<file path="src/rtl/fetch_decode_stage.sv">
// Fetch stage and IF/ID pipeline register: owns the fetch PC, runs a
// single-outstanding instruction-memory handshake, parks words under stall and applies redirects.
module fetch_decode_stage #(
  parameter logic [31:0] RESET_PC  = 32'h00000000,
  parameter logic [31:0] NOP_INSTR = 32'h00000013
) (
  input  logic        clk,
  input  logic        rst,
  output logic        imem_req,
  output logic [31:0] imem_addr,
  input  logic        imem_ack,
  input  logic [31:0] imem_rdata,
  input  logic        stall_d,
  input  logic        flush_d,
  input  logic        redirect,
  input  logic [31:0] redirect_pc,
  output logic [31:0] instr_d,
  output logic [24:0] imm_field_d,
  output logic [31:0] pc_d,
  output logic [31:0] pc_plus4_d,
  output logic        valid_d
);

  typedef enum logic [1:0] {REQ, HOLD, DISCARD} state_t;

  state_t      state, state_next;
  logic        running;
  logic [31:0] pc_f, pc_f_next;
  logic [31:0] disc_addr, disc_addr_next;
  logic [31:0] hold_instr, hold_pc;
  logic        hold_load;
  logic [31:0] instr_next, pc_d_next;
  logic        valid_next;
  logic        fire;
  logic [31:0] target;

  // running keeps the request low until the first edge after reset release
  assign imem_req    = running && (state != HOLD);
  assign imem_addr   = (state == DISCARD) ? disc_addr : pc_f;
  assign fire        = imem_req && imem_ack;
  assign target      = {redirect_pc[31:2], 2'b00};
  assign imm_field_d = instr_d[31:7];
  assign pc_plus4_d  = pc_d + 32'd4;

  always_comb begin
    state_next     = state;
    pc_f_next      = pc_f;
    disc_addr_next = disc_addr;
    hold_load      = 1'b0;
    instr_next     = instr_d;
    pc_d_next      = pc_d;
    valid_next     = valid_d;

    case (state)
      REQ: begin
        if (redirect) begin
          pc_f_next = target;
          if (!fire) begin
            state_next     = DISCARD;
            disc_addr_next = pc_f;
          end
        end else if (fire) begin
          pc_f_next = pc_f + 32'd4;
          if (stall_d) begin
            hold_load  = 1'b1;
            state_next = HOLD;
          end
        end
      end
      HOLD: begin
        if (redirect) begin
          pc_f_next  = target;
          state_next = REQ;
        end else if (flush_d || !stall_d) begin
          state_next = REQ;
        end
      end
      DISCARD: begin
        if (redirect) pc_f_next = target;
        if (fire) state_next = REQ;
      end
      default: state_next = REQ;
    endcase

    // IF/ID priority: flush, then stall, then a real load; otherwise a bubble
    if (flush_d) begin
      instr_next = NOP_INSTR;
      valid_next = 1'b0;
    end else if (stall_d) begin
      instr_next = instr_d;
    end else if (state == REQ && fire && !redirect) begin
      instr_next = imem_rdata;
      pc_d_next  = pc_f;
      valid_next = 1'b1;
    end else if (state == HOLD && !redirect) begin
      instr_next = hold_instr;
      pc_d_next  = hold_pc;
      valid_next = 1'b1;
    end else begin
      instr_next = NOP_INSTR;
      valid_next = 1'b0;
    end
  end

  always_ff @(posedge clk or negedge rst) begin
    if (!rst) begin
      state      <= REQ;
      running    <= 1'b0;
      pc_f       <= RESET_PC;
      disc_addr  <= RESET_PC;
      hold_instr <= NOP_INSTR;
      hold_pc    <= 32'h0;
      instr_d    <= NOP_INSTR;
      pc_d       <= 32'h0;
      valid_d    <= 1'b0;
    end else begin
      state     <= state_next;
      running   <= 1'b1;
      pc_f      <= pc_f_next;
      disc_addr <= disc_addr_next;
      if (hold_load) begin
        hold_instr <= imem_rdata;
        hold_pc    <= pc_f;
      end
      instr_d <= instr_next;
      pc_d    <= pc_d_next;
      valid_d <= valid_next;
    end
  end

endmodule

</file>
<file path="config.mk">
export PLATFORM = sky130hd
export DESIGN_NAME = fetch_decode_stage
export DESIGN_NICKNAME = d
export VERILOG_FILES = /design/src/rtl/fetch_decode_stage.sv
export SDC_FILE = /design/constraint.sdc
export NUM_CORES = 1
export LEC_CHECK = 0
export BUFFER_PORTS_ARGS = -buffer_cell sky130_fd_sc_hd__buf_4
export CORE_AREA = 2 2 149 151
export CTS_CLUSTER_SIZE = 25
export DETAILED_ROUTE_END_ITERATION = 16
export DIE_AREA = 0 0 151 153
export GPL_ROUTABILITY_DRIVEN = 0
export GPL_TIMING_DRIVEN = 0
export PLACE_DENSITY = 0.79
export SLEW_MARGIN = 20
export SYNTH_ARGS = -nofsm -noshare
export SYNTH_HDL_FRONTEND = slang
export SYNTH_SLANG_ARGS = --single-unit
</file>
<file path="constraint.sdc">
create_clock -name clk -period 4 [get_ports clk]
set_input_delay 1.2 -clock clk [delete_from_list [all_inputs] [get_ports clk]]
set_output_delay 1.2 -clock clk [all_outputs]
set_load 0.02 [all_outputs]
</file>
# Word-level counts from Yosys, hierarchy flattened
# Index checks and enable logic that the tools add are counted.
[totals]
register_bits = 196
inputBits = 70
output_inout_bits = 155
wordCells = 67
[op_classes]
n_addsub = 2
n_eq_ne = 10
muxes = 27
bitwise_logic = 3
n_reduce_logical = 16
[ops]
columns = ["operator", "count"]
rows = [
  ["2-to-1 mux 32 bit", 10],
  ["adder 32 x 3 -> 32 bit (second input constant)", 2],
  ["one-hot mux 32 bit (2 select lines)", 1],
  ["2-to-1 mux 2 bit", 7],
  ["inequality test 3 bit (second input constant)", 4],
  ["AND reduction 3 bit", 3],
  ["2-to-1 mux 1 bit", 8],
  ["inequality test 2 x 1 -> 1 bit (second input constant)", 3],
  ["one-hot mux 2 bit (3 select lines)", 1],
  ["logical AND 1 bit", 5],
  ["AND reduction 5 bit", 1],
  ["nonzero test 2 bit", 2],
  ["inverter 1 bit", 3],
  ["equality test 2 x 1 -> 1 bit (second input constant)", 1],
  ["equality test 2 bit (second input constant)", 1],
  ["zero test 1 bit", 2],
  ["zero test 2 bit", 1],
  ["inequality test 2 bit (second input constant)", 1],
  ["OR reduction 2 bit", 1],
  ["logical OR 1 bit", 1],
]

# Logic depth before layout (Yosys ltp)
# Gate-level depths: netlist of the first run.
[logic_depth]
ltp_word = 8
depth_mapped = 10
mapped_depth_nobuf = 7

# Least setup slack after synthesis of the first run
# OpenSTA, ideal clock, no wires.
[synth_path]
path_kind = "reg2out"
from = "register pc_d[4]"
to = "output port pc_plus4_d[21]"
arrival_ns = 1.974
t_required_ns = 2.800
setup_slack_ns = 0.826
stages_incl_launch_ff = 6
n_path_buf = 1
cell_sequence = "dfrtp_1 buf_6 nand3_1 or4_4 or4_4 xnor2_2"
[synth_between]
elab_chain_len = 1
[synth_rtl]
columns = ["element", "line", "text"]
rows = [
  ["start, declared", "19", "output logic [31:0] pc_d,"],
  ["start signal, assigned", "126", "pc_d <= pc_d_next;"],
  ["adder 32 x 3 -> 32 bit", "43", "assign pc_plus4_d = pc_d + 32'd4;"],
  ["end, declared", "20", "output logic [31:0] pc_plus4_d,"],
]
# No other way between the ends.

# Worst setup path after layout of the first run
[layout_path]
from = "register pc_d[2]"
to = "output port pc_plus4_d[26]"
# The elaborated chain is that of the path after synthesis.

==> impl_metrics.toml, run 1 <==
[run_status]
status = "complete, no violations"

[clocking]
cts_htree_levels = 4
cts_root_buf = "clkbuf_16"
cts_tree = "yes"
post_cts.repair.setup_buffers = 0
cts_hold_buffers = 0
cts.clk_slew.worst_paths_ns = 0.07
cts_num_sinks = 188
cts_buffers = 17
clock_path_buffers = 2
clock_latency_ns = 0.42

[grt]
antenna_found_initial = 0
grt_pass1_wl_mm = 40.61
grt_pass1_vias = 7682
grt.overflow.total = 0
grt_max_degree = 99
grt_use_total_pct = 22.54

[route]
vias = 7825
drtPass1Iterations = 5
drtAntennaViolNets = 0
drt-initial-drc-count = 376
post-route-drc-count = 0
avgRoutedWirePerCell_um = 17.98
post_drt_via_cell_ratio = 5.461
routed_wl_mm = 25.76

[logic_synthesis]
ys_types = 58
synth_seq_cells = 188
yosysWarnings = 0
async_flop_share_pct = 100.0
syn_area_um2 = 9555
syn_area_per_cell_um2 = 10.63
synthCells = 899
seq_area_frac_synth_pct = 49.31
ys.flop_type = "dfrtp_1"
synth_edf_count = 0

[floorplan]
die_w_um = 151
die_area_um2 = 23100
rows = 54
initial_utilization_pct = 44.47
core_area_um2 = 21490
pin_count = 225
die_h_um = 153

[worst_hold_path]
hold_path_end = "valid_d$_DFFE_PN0P_"
worstHoldStart = "valid_d$_DFFE_PN0P_"
hold_class = "flop to flop"
hold_path_depth = 2

[cells_and_area]
syn_to_final_growth_pct = 27.93
final_common_cell = "buf_4"
layout_common_cells = "249 x buf_4, 182 x dfrtp_1, 113 x mux2_2"
nets = 1215
antenna-diode-count = 0
stdcell_area_um2 = 12220
drive_gt1_share_pct = 37.29

[power_and_ir_drop]
power.density_nw_per_um2 = 747.0
p_leak_uw = 0.005489
ir_drop_mv = 0.4281

[setup_path]
startpoint_type = "flop"
critPathCaptureType = "primary output"
critPathMaxFanout = 7
reg2reg_depth = 8
critPathKind = "flop to primary output"
cp.arrival_ns = 2.59
required_ns = 2.80
r2r_slack_ns = 1.41
rr_startpoint = "state[0]$_DFFE_PN0P_"
r2r_end = "pc_f[28]$_DFFE_PN0P_"
critPathLaunch = "pc_d[2]$_DFFE_PN0P_"

[timing]
finalSetupTns_ns = 0
setup_viol = 0
finClkSkew_ns = 0.01295
slew_violations = 0
min_period_ns = 3.794
rsz0062_at_grt = "no"
maxSlewHeadroom_pct = 50.34
tightest_slew_ns = 0.7449
hold_viol = 0
post-route-period-util_pct = 94.86
clock.fmax_ghz = 0.2636

[placement]
place_hpwl_mm = 19.43
port_buffers = 216
place_area_um2 = 11580

[run]
maxCapViolCount = 0
-- through the flow --
stage	setup WS (ns)	std cells	utilization [%]	hold slack (ns)	power, uW
4_1_cts	0.008717	1433	56.87	0.4854	9166
3_3_place_gp	0.1251	1400	53.74	0.4619	7172
2_1_floorplan	0.8261	904	-	0.4492	5745
5_1_grt	0.03442	1433	56.89	0.5101	9684
6_report	0.2058	1433	56.89	0.4759	9132
3_5_place_dp	0.09992	1401	53.90	0.4686	7328
-- metal layers --
layer  part of all wire, %  track usage, %  wire length, um
met3                   7.6           3.881             1955
met4                   1.8           6.587              451
met2                    49           37.88            12660
met1                    42           29.92            10700
met5                     0               0                0
-- critical path: stages (launching register included) --
cell and delay (ns):
dfrtp_1 0.49, ha_1 0.29, nand4_1 0.20, nor3_4 0.36
and2_1 0.38, nand3_1 0.14, xnor2_1 0.15, buf_4 0.16
-- how the worst max path moves through the flow --
stage / endpoint / slack (ns) / cells past startpoint
final: pc_plus4_d[26] / 0.21 / 7
after CTS: pc_plus4_d[18] / 0.009 / 7
after floorplan: pc_plus4_d[21] / 0.83 / 5
after global routing: pc_plus4_d[18] / 0.03 / 7
after detailed placement: pc_plus4_d[18] / 0.1 / 7
after global placement: pc_plus4_d[18] / 0.13 / 7
-- state kept, by name (all words and copies together) (netlist names) --
| signal | count |
|---|---|
| instr_d | 32 |
| state | 2 |
| valid_d | 1 |
| hold_pc | 30 |
| pc_f | 30 |
| pc_d | 30 |
| running | 1 |
| hold_instr | 32 |
| disc_addr | 30 |
-- cells in the mapped netlist (3+ instances only) --
| cell | count | area share [%] |
|---|---|---|
| dfrtp_1 | 182 | 48 |
| mux2_2 | 113 | 13 |
| nand2_1 | 103 | 4.0 |
| o21ai_0 | 91 | 4.8 |
| mux2i_1 | 59 | 6.2 |
| nor2_1 | 37 | 1.5 |
| clkbuf_1 | 35 | 1.4 |
| buf_4 | 34 | 2.7 |
| a21oi_1 | 30 | 1.6 |
| nand3_1 | 22 | 1.2 |
| xnor2_1 | 18 | 1.6 |
| buf_2 | 17 | 0.89 |
| nor3_1 | 13 | 0.68 |
| inv_1 | 10 | 0.39 |
| or3_1 | 10 | 0.65 |
| o22ai_1 | 9 | 0.59 |
| xor2_1 | 9 | 0.82 |
| nand4_1 | 8 | 0.52 |
| a311oi_1 | 7 | 0.64 |
| and3_1 | 7 | 0.46 |
| and4_1 | 7 | 0.64 |
| buf_1 | 6 | 0.24 |
| dfstp_2 | 6 | 1.6 |
| a31oi_1 | 5 | 0.33 |
| ha_1 | 5 | 0.65 |
| and2_1 | 4 | 0.26 |
| o31ai_1 | 4 | 0.31 |
| a211oi_1 | 3 | 0.24 |
| a2bb2oi_1 | 3 | 0.28 |
| nand2b_1 | 3 | 0.20 |
| o22a_1 | 3 | 0.28 |
-- report_power, final --
group | internal [uW] | switching, uW
registers | 2680 | 696
clock network | 1070 | 742
logic | 1810 | 2130
total | 5560 | 3570
-- logic make-up after synthesis --
group / count (synthesis) / share of synthesized area [%]
AOI/OAI and AO/OA: 170 / 10.33
adders and majority gates: 5 / 0.6547
xor gates and xnor gates: 28 / 2.645
other: 2 / 0.07859
buffers and inverters: 104 / 5.735
DFF: 188 / 49.31
and+or+nand+nor: 229 / 11.63
muxes: 173 / 19.62
-- timing repair --
item | in CTS | in global routing
gates resized for setup | 1 | 1
endpoints found under the setup margin | 9 | 5
hold endpoints to repair | 0 | 0
-- layout make-up --
cell class	instances	area [um2]
fillers	1866	9261
flip-flops and latches	188	4712
multi-input cells	612	4325
repair buffers	217	1657
plain buffers	94	510.5
clock buffers	20	446.7
well taps	280	350.3
clock inverters	12	185.2
inverters	10	37.54
Note: power is estimated with default switching activity, not from simulation.
==> run 2: changes to the inputs <==
--- a/config.mk
+++ b/config.mk
@@ -14,2 +14,3 @@
 export GPL_TIMING_DRIVEN = 0
+export HOLD_SLACK_MARGIN = 0.08
 export PLACE_DENSITY = 0.79
--- a/constraint.sdc
+++ b/constraint.sdc
@@ -3,2 +3,2 @@
 set_output_delay 1.2 -clock clk [all_outputs]
-set_load 0.02 [all_outputs]
+set_load 0.05 [all_outputs]
==> impl_metrics.toml, run 2 (synthesis gave the netlist of run 1 again) <==
[run_status]
status = "complete, no violations"

[route]
post_drt_via_cell_ratio = 5.458
drt-initial-drc-count = 464
drtPass1Iterations = 5
vias = 7832
avgRoutedWirePerCell_um = 18.03
routed_wl_mm = 25.88
post-route-drc-count = 0
drtAntennaViolNets = 0

[setup_path]
critPathMaxFanout = 7
reg2reg_depth = 8
critPathKind = "flop to primary output"
cp.arrival_ns = 2.62
r2r_slack_ns = 1.44
rr_startpoint = "state[0]$_DFFE_PN0P_"
startpoint_type = "flop"
critPathCaptureType = "primary output"
r2r_end = "pc_f[28]$_DFFE_PN0P_"
required_ns = 2.80

[timing]
rsz0062_at_grt = "no"
post-route-period-util_pct = 95.58
finClkSkew_ns = 0.01220
tightest_slew_ns = 0.7480
final.setup.worst_slack_ns = 0.1770
slew_violations = 0
hold_viol = 0
min_period_ns = 3.823
maxSlewHeadroom_pct = 50.14
clock.fmax_ghz = 0.2616
finalSetupTns_ns = 0
setup_viol = 0

[cells_and_area]
final_cells = 1435
final_common_cell = "buf_4"
reg_top3 = "hold_instr x32, instr_d x32"
fin_util_pct = 56.99
syn_to_final_growth_pct = 28.15
nets = 1217
antenna-diode-count = 0
drive_gt1_share_pct = 37.49
layout_common_cells = "251 x buf_4, 182 x dfrtp_1, 113 x mux2_2"
n_fill_cell = 1862
multi_input_area_um2 = 4332
register_area_um2 = 4712

[floorplan]
die_area_um2 = 23100
initial_utilization_pct = 44.47
core_area_um2 = 21490
die_h_um = 153
die_w_um = 151
rows = 54
pin_count = 225

[grt]
grt_pass1_vias = 7682
grt_pass1_wl_mm = 40.61
grt_use_total_pct = 22.54
antenna_found_initial = 0
grt_max_degree = 99
grt.overflow.total = 0

[worst_hold_path]
hold_path_depth = 2
worstHoldStart = "valid_d$_DFFE_PN0P_"
hold_path_end = "valid_d$_DFFE_PN0P_"
hold_class = "flop to flop"

[power_and_ir_drop]
p_leak_uw = 0.005500
sw_frac_of_total_pct = 45.89
pwr-share-comb_pct = 49.7
switching_power_uw = 4736
ir_drop_mv = 0.6331
clockPowerShare_pct = 17.6
p_seq_share_pct = 32.7
p_int_uw = 5585
power.density_nw_per_um2 = 842.8

[clocking]
cts.clk_slew.worst_paths_ns = 0.07
cts_buffers = 17
clock_latency_ns = 0.42
cts_root_buf = "clkbuf_16"
clock_path_buffers = 2
cts_htree_levels = 4
cts_tree = "yes"
cts_hold_buffers = 0
cts_num_sinks = 188

[placement]
port_buffers = 216
post-place-ws_ns = 0.04246
place_hpwl_mm = 19.43
dp_cells = 1401

[run]
maxCapViolCount = 0
[run 2: power groups by stage]
stage	clock [uW]	combinational [uW]	sequential, uW
finish	1820	5130	3380
global route	1920	5470	3480
CTS	1850	5140	3360
detailed placement	0	5120	3390
global placement	0	5030	3330
floorplan	0	3270	3630
[run 2: through the flow]
stage	hold slack, ns	instance area, um2	power [uW]
global route	0.5101	12250	10870
global placement	0.4619	11550	8356
CTS	0.4854	12220	10350
detailed placement	0.4686	11580	8512
floorplan	0.4492	9574	6908
finish	0.4804	12250	10320
[run 2: worst max path at each step]
stage,end,slack (ns),start
2_1_floorplan,pc_plus4_d[26],0.14,pc_d[2]$_DFFE_PN0P_
3_3_place_gp,pc_plus4_d[18],0.07,pc_d[2]$_DFFE_PN0P_
3_5_place_dp,pc_plus4_d[18],0.04,pc_d[2]$_DFFE_PN0P_
4_1_cts,pc_plus4_d[26],0.1,pc_d[2]$_DFFE_PN0P_
5_1_grt,pc_plus4_d[26],0.01,pc_d[2]$_DFFE_PN0P_
6_report,pc_plus4_d[26],0.18,pc_d[2]$_DFFE_PN0P_
[run 2: per-layer routing]
layer / track usage (%) / vias to the layer above / part of all wire, %
met5: 0 / - / 0
met4: 6.587 / 0 / 1.7
met3: 3.881 / 31 / 7.4
met2: 37.88 / 337 / 49
met1: 29.92 / 3825 / 42
li1: - / 3639 / -
[run 2: final cells by class]
cell class	count	share of cell area [%]
inverters	10	0.3065
well taps	280	2.861
multi-input cells	612	35.37
plain buffers	94	4.169
repair buffers	219	13.65
flip-flops and latches	188	38.48
clock inverters	12	1.512
clock buffers	20	3.648
[run 2: what timing repair did]
item | in CTS | in global routing
pin swaps | 0 | 1
setup buffers | 0 | 2
gates resized for setup | 2 | 1
setup endpoints to repair | 9 | 3
[run 2: critical path, cell delays in order (launching register included)]
cell     delay, ns
dfrtp_1       0.49
ha_1          0.29
nand4_1       0.21
nor3_4        0.20
buf_4         0.19
and2_1        0.32
nand3_1       0.14
xnor2_1       0.15
buf_4         0.22
==> run 3: changes to the inputs <==
--- a/config.mk
+++ b/config.mk
@@ -7,3 +7,2 @@
 export LEC_CHECK = 0
-export BUFFER_PORTS_ARGS = -buffer_cell sky130_fd_sc_hd__buf_4
 export CORE_AREA = 2 2 149 151
@@ -12,2 +11,3 @@
 export DIE_AREA = 0 0 151 153
+export DONT_BUFFER_PORTS = 1
 export GPL_ROUTABILITY_DRIVEN = 0
@@ -15,3 +15,3 @@
 export HOLD_SLACK_MARGIN = 0.08
-export PLACE_DENSITY = 0.79
+export PLACE_DENSITY = 0.7
 export SLEW_MARGIN = 20
--- a/constraint.sdc
+++ b/constraint.sdc
@@ -3,2 +3,2 @@
 set_output_delay 1.2 -clock clk [all_outputs]
-set_load 0.05 [all_outputs]
+set_load 0.01 [all_outputs]
==> impl_metrics.toml, run 3 (synthesis gave the netlist of run 1 again) <==
[cells_and_area]
n_fill_cell = 2031
layout_common_cells = "182 x dfrtp_1, 113 x mux2_2, 103 x nand2_1"
nets = 999
reg_top3 = "hold_instr x32, instr_d x32"
antenna-diode-count = 0
syn_to_final_growth_pct = 10.16
final_common_cell = "dfrtp_1"
drive_gt1_share_pct = 22.84

[timing]
post-route-period-util_pct = 94.62
setup_viol = 0
tightest_slew_ns = 0.6869
final.setup.worst_slack_ns = 0.2150
clock.fmax_ghz = 0.2642
maxSlewHeadroom_pct = 54.20
hold_viol = 0
rsz0062_at_grt = "no"
finalSetupTns_ns = 0
slew_violations = 0
min_period_ns = 3.785
finClkSkew_ns = 0.01048

[setup_path]
startpoint_type = "flop"
critPathLaunch = "pc_d[16]$_DFFE_PN0P_"
endpoint = "pc_plus4_d[26]"
required_ns = 2.80
r2r_slack_ns = 1.39
critPathCaptureType = "primary output"
reg2reg_depth = 8
critPathKind = "flop to primary output"
critPathMaxFanout = 7
r2r_end = "pc_f[18]$_DFFE_PN0P_"
rr_startpoint = "state[0]$_DFFE_PN0P_"
cp.arrival_ns = 2.58

[route]
drt-initial-drc-count = 397
drtPass1Iterations = 4
routed_wl_mm = 24.42
drtAntennaViolNets = 0
avgRoutedWirePerCell_um = 20.06
post-route-drc-count = 0
vias = 6850
post_drt_via_cell_ratio = 5.629

[floorplan]
die_w_um = 151
die_area_um2 = 23100
die_h_um = 153
pin_count = 225
core_area_um2 = 21490
rows = 54
initial_utilization_pct = 44.47

[clocking]
cts.clk_slew.worst_paths_ns = 0.07
clock_path_buffers = 2
cts_buffers = 17
cts_hold_buffers = 0
cts_root_buf = "clkbuf_16"
cts_num_sinks = 188
clock_latency_ns = 0.43
cts_tree = "yes"
cts_htree_levels = 4

[grt]
grt_max_degree = 189
grt_use_total_pct = 21.61
grt_pass1_wl_mm = 38.55
antenna_found_initial = 0
grt_pass1_vias = 6816
grt.overflow.total = 0

[power_and_ir_drop]
ir_drop_mv = 0.3292
power.density_nw_per_um2 = 734.2
p_leak_uw = 0.004366

[run_status]
status = "complete, no violations"

[run]
maxCapViolCount = 0

[placement]
post-place-ws_ns = 0.01355
port_buffers = 0
place_hpwl_mm = 17.88

[worst_hold_path]
hold_class = "input pin to asynchronous set/reset pin"
## run 3: cell count changes in the layout (fill, tap and decap cells not counted)
| cell | delta |
|---|---|
| clkbuf_1 | +1 |
| buf_12 | +1 |
| inv_8 | -1 |
| clkinvlp_4 | -1 |
| clkinv_2 | +2 |
| clkbuf_8 | +2 |
| buf_8 | -1 |
| bufinv_16 | -3 |
| buf_16 | -1 |
| buf_4 | -217 |
## run 3: worst min-delay path by stage
stage / from / endpoint / slack, ns / depth (start not counted)
floorplan: hold_pc[17]$_DFFE_PN0P_ / hold_pc[17]$_DFFE_PN0P_ / 0.45 / 2
finish: rst / instr_d[9]$_DFFE_PN0P_ / 0.46 / 0
global placement: hold_pc[5]$_DFFE_PN0P_ / hold_pc[5]$_DFFE_PN0P_ / 0.46 / 2
global route: rst / instr_d[9]$_DFFE_PN0P_ / 0.44 / 0
detailed placement: hold_pc[5]$_DFFE_PN0P_ / hold_pc[5]$_DFFE_PN0P_ / 0.47 / 2
CTS: rst / instr_d[9]$_DFFE_PN0P_ / 0.44 / 0
## run 3: final cells by class
cell class | instances | area, um2 | area share (%)
sequential | 188 | 4712 | 44.76
inverter | 10 | 37.54 | 0.3566
multi-input combinational | 612 | 4332 | 41.15
timing repair buffer | 1 | 20.02 | 0.1902
clock inverter | 9 | 86.33 | 0.8202
tap | 280 | 350.3 | 3.328
clock buffer | 23 | 478.0 | 4.541
buffer | 94 | 510.5 | 4.850
## run 3: report_power, final
| part | internal, uW | leakage (uW) | switching (uW) |
|---|---|---|---|
| combinational | 1180 | 0.00180 | 1460 |
| sequential | 2680 | 0.00229 | 780 |
| clock | 911 | 0.000274 | 724 |
## run 3: stage by stage
stage               hold slack [ns]  area, um2  total power (uW)  std cells  util, %
floorplan                    0.4492       9574              5353        904        -
detailed placement           0.4712       9925              6125       1184    46.19
CTS                          0.4423      10500              7783       1216    48.87
global placement             0.4620       9925              6016       1184    46.19
global route                 0.4362      10530              8281       1217    48.99
finish                       0.4577      10530              7728       1217    48.99
## run 3: layer usage
layer | vias to the layer above | track usage [%] | wire [um]
met1 | 3362 | 28.18 | 10620
met5 | - | 0 | 0
met2 | 269 | 34.96 | 11440
met3 | 17 | 6.866 | 2136
li1 | 3202 | - | -
met4 | 0 | 5.429 | 222
## run 3: timing repair
| item | CTS | global route |
|---|---|---|
| setup endpoints to repair | 9 | 6 |
| pin swaps | 0 | 1 |
| gates resized for setup | 2 | 1 |
| buffers inserted | 0 | 1 |
## run 3: critical path, cell delays in order, from the launching register on
cell and delay [ns]:
dfrtp_1 0.59, nand4_1 0.32, nor4_2 0.50, and2_1 0.33, nand3_1 0.13, xnor2_1 0.28
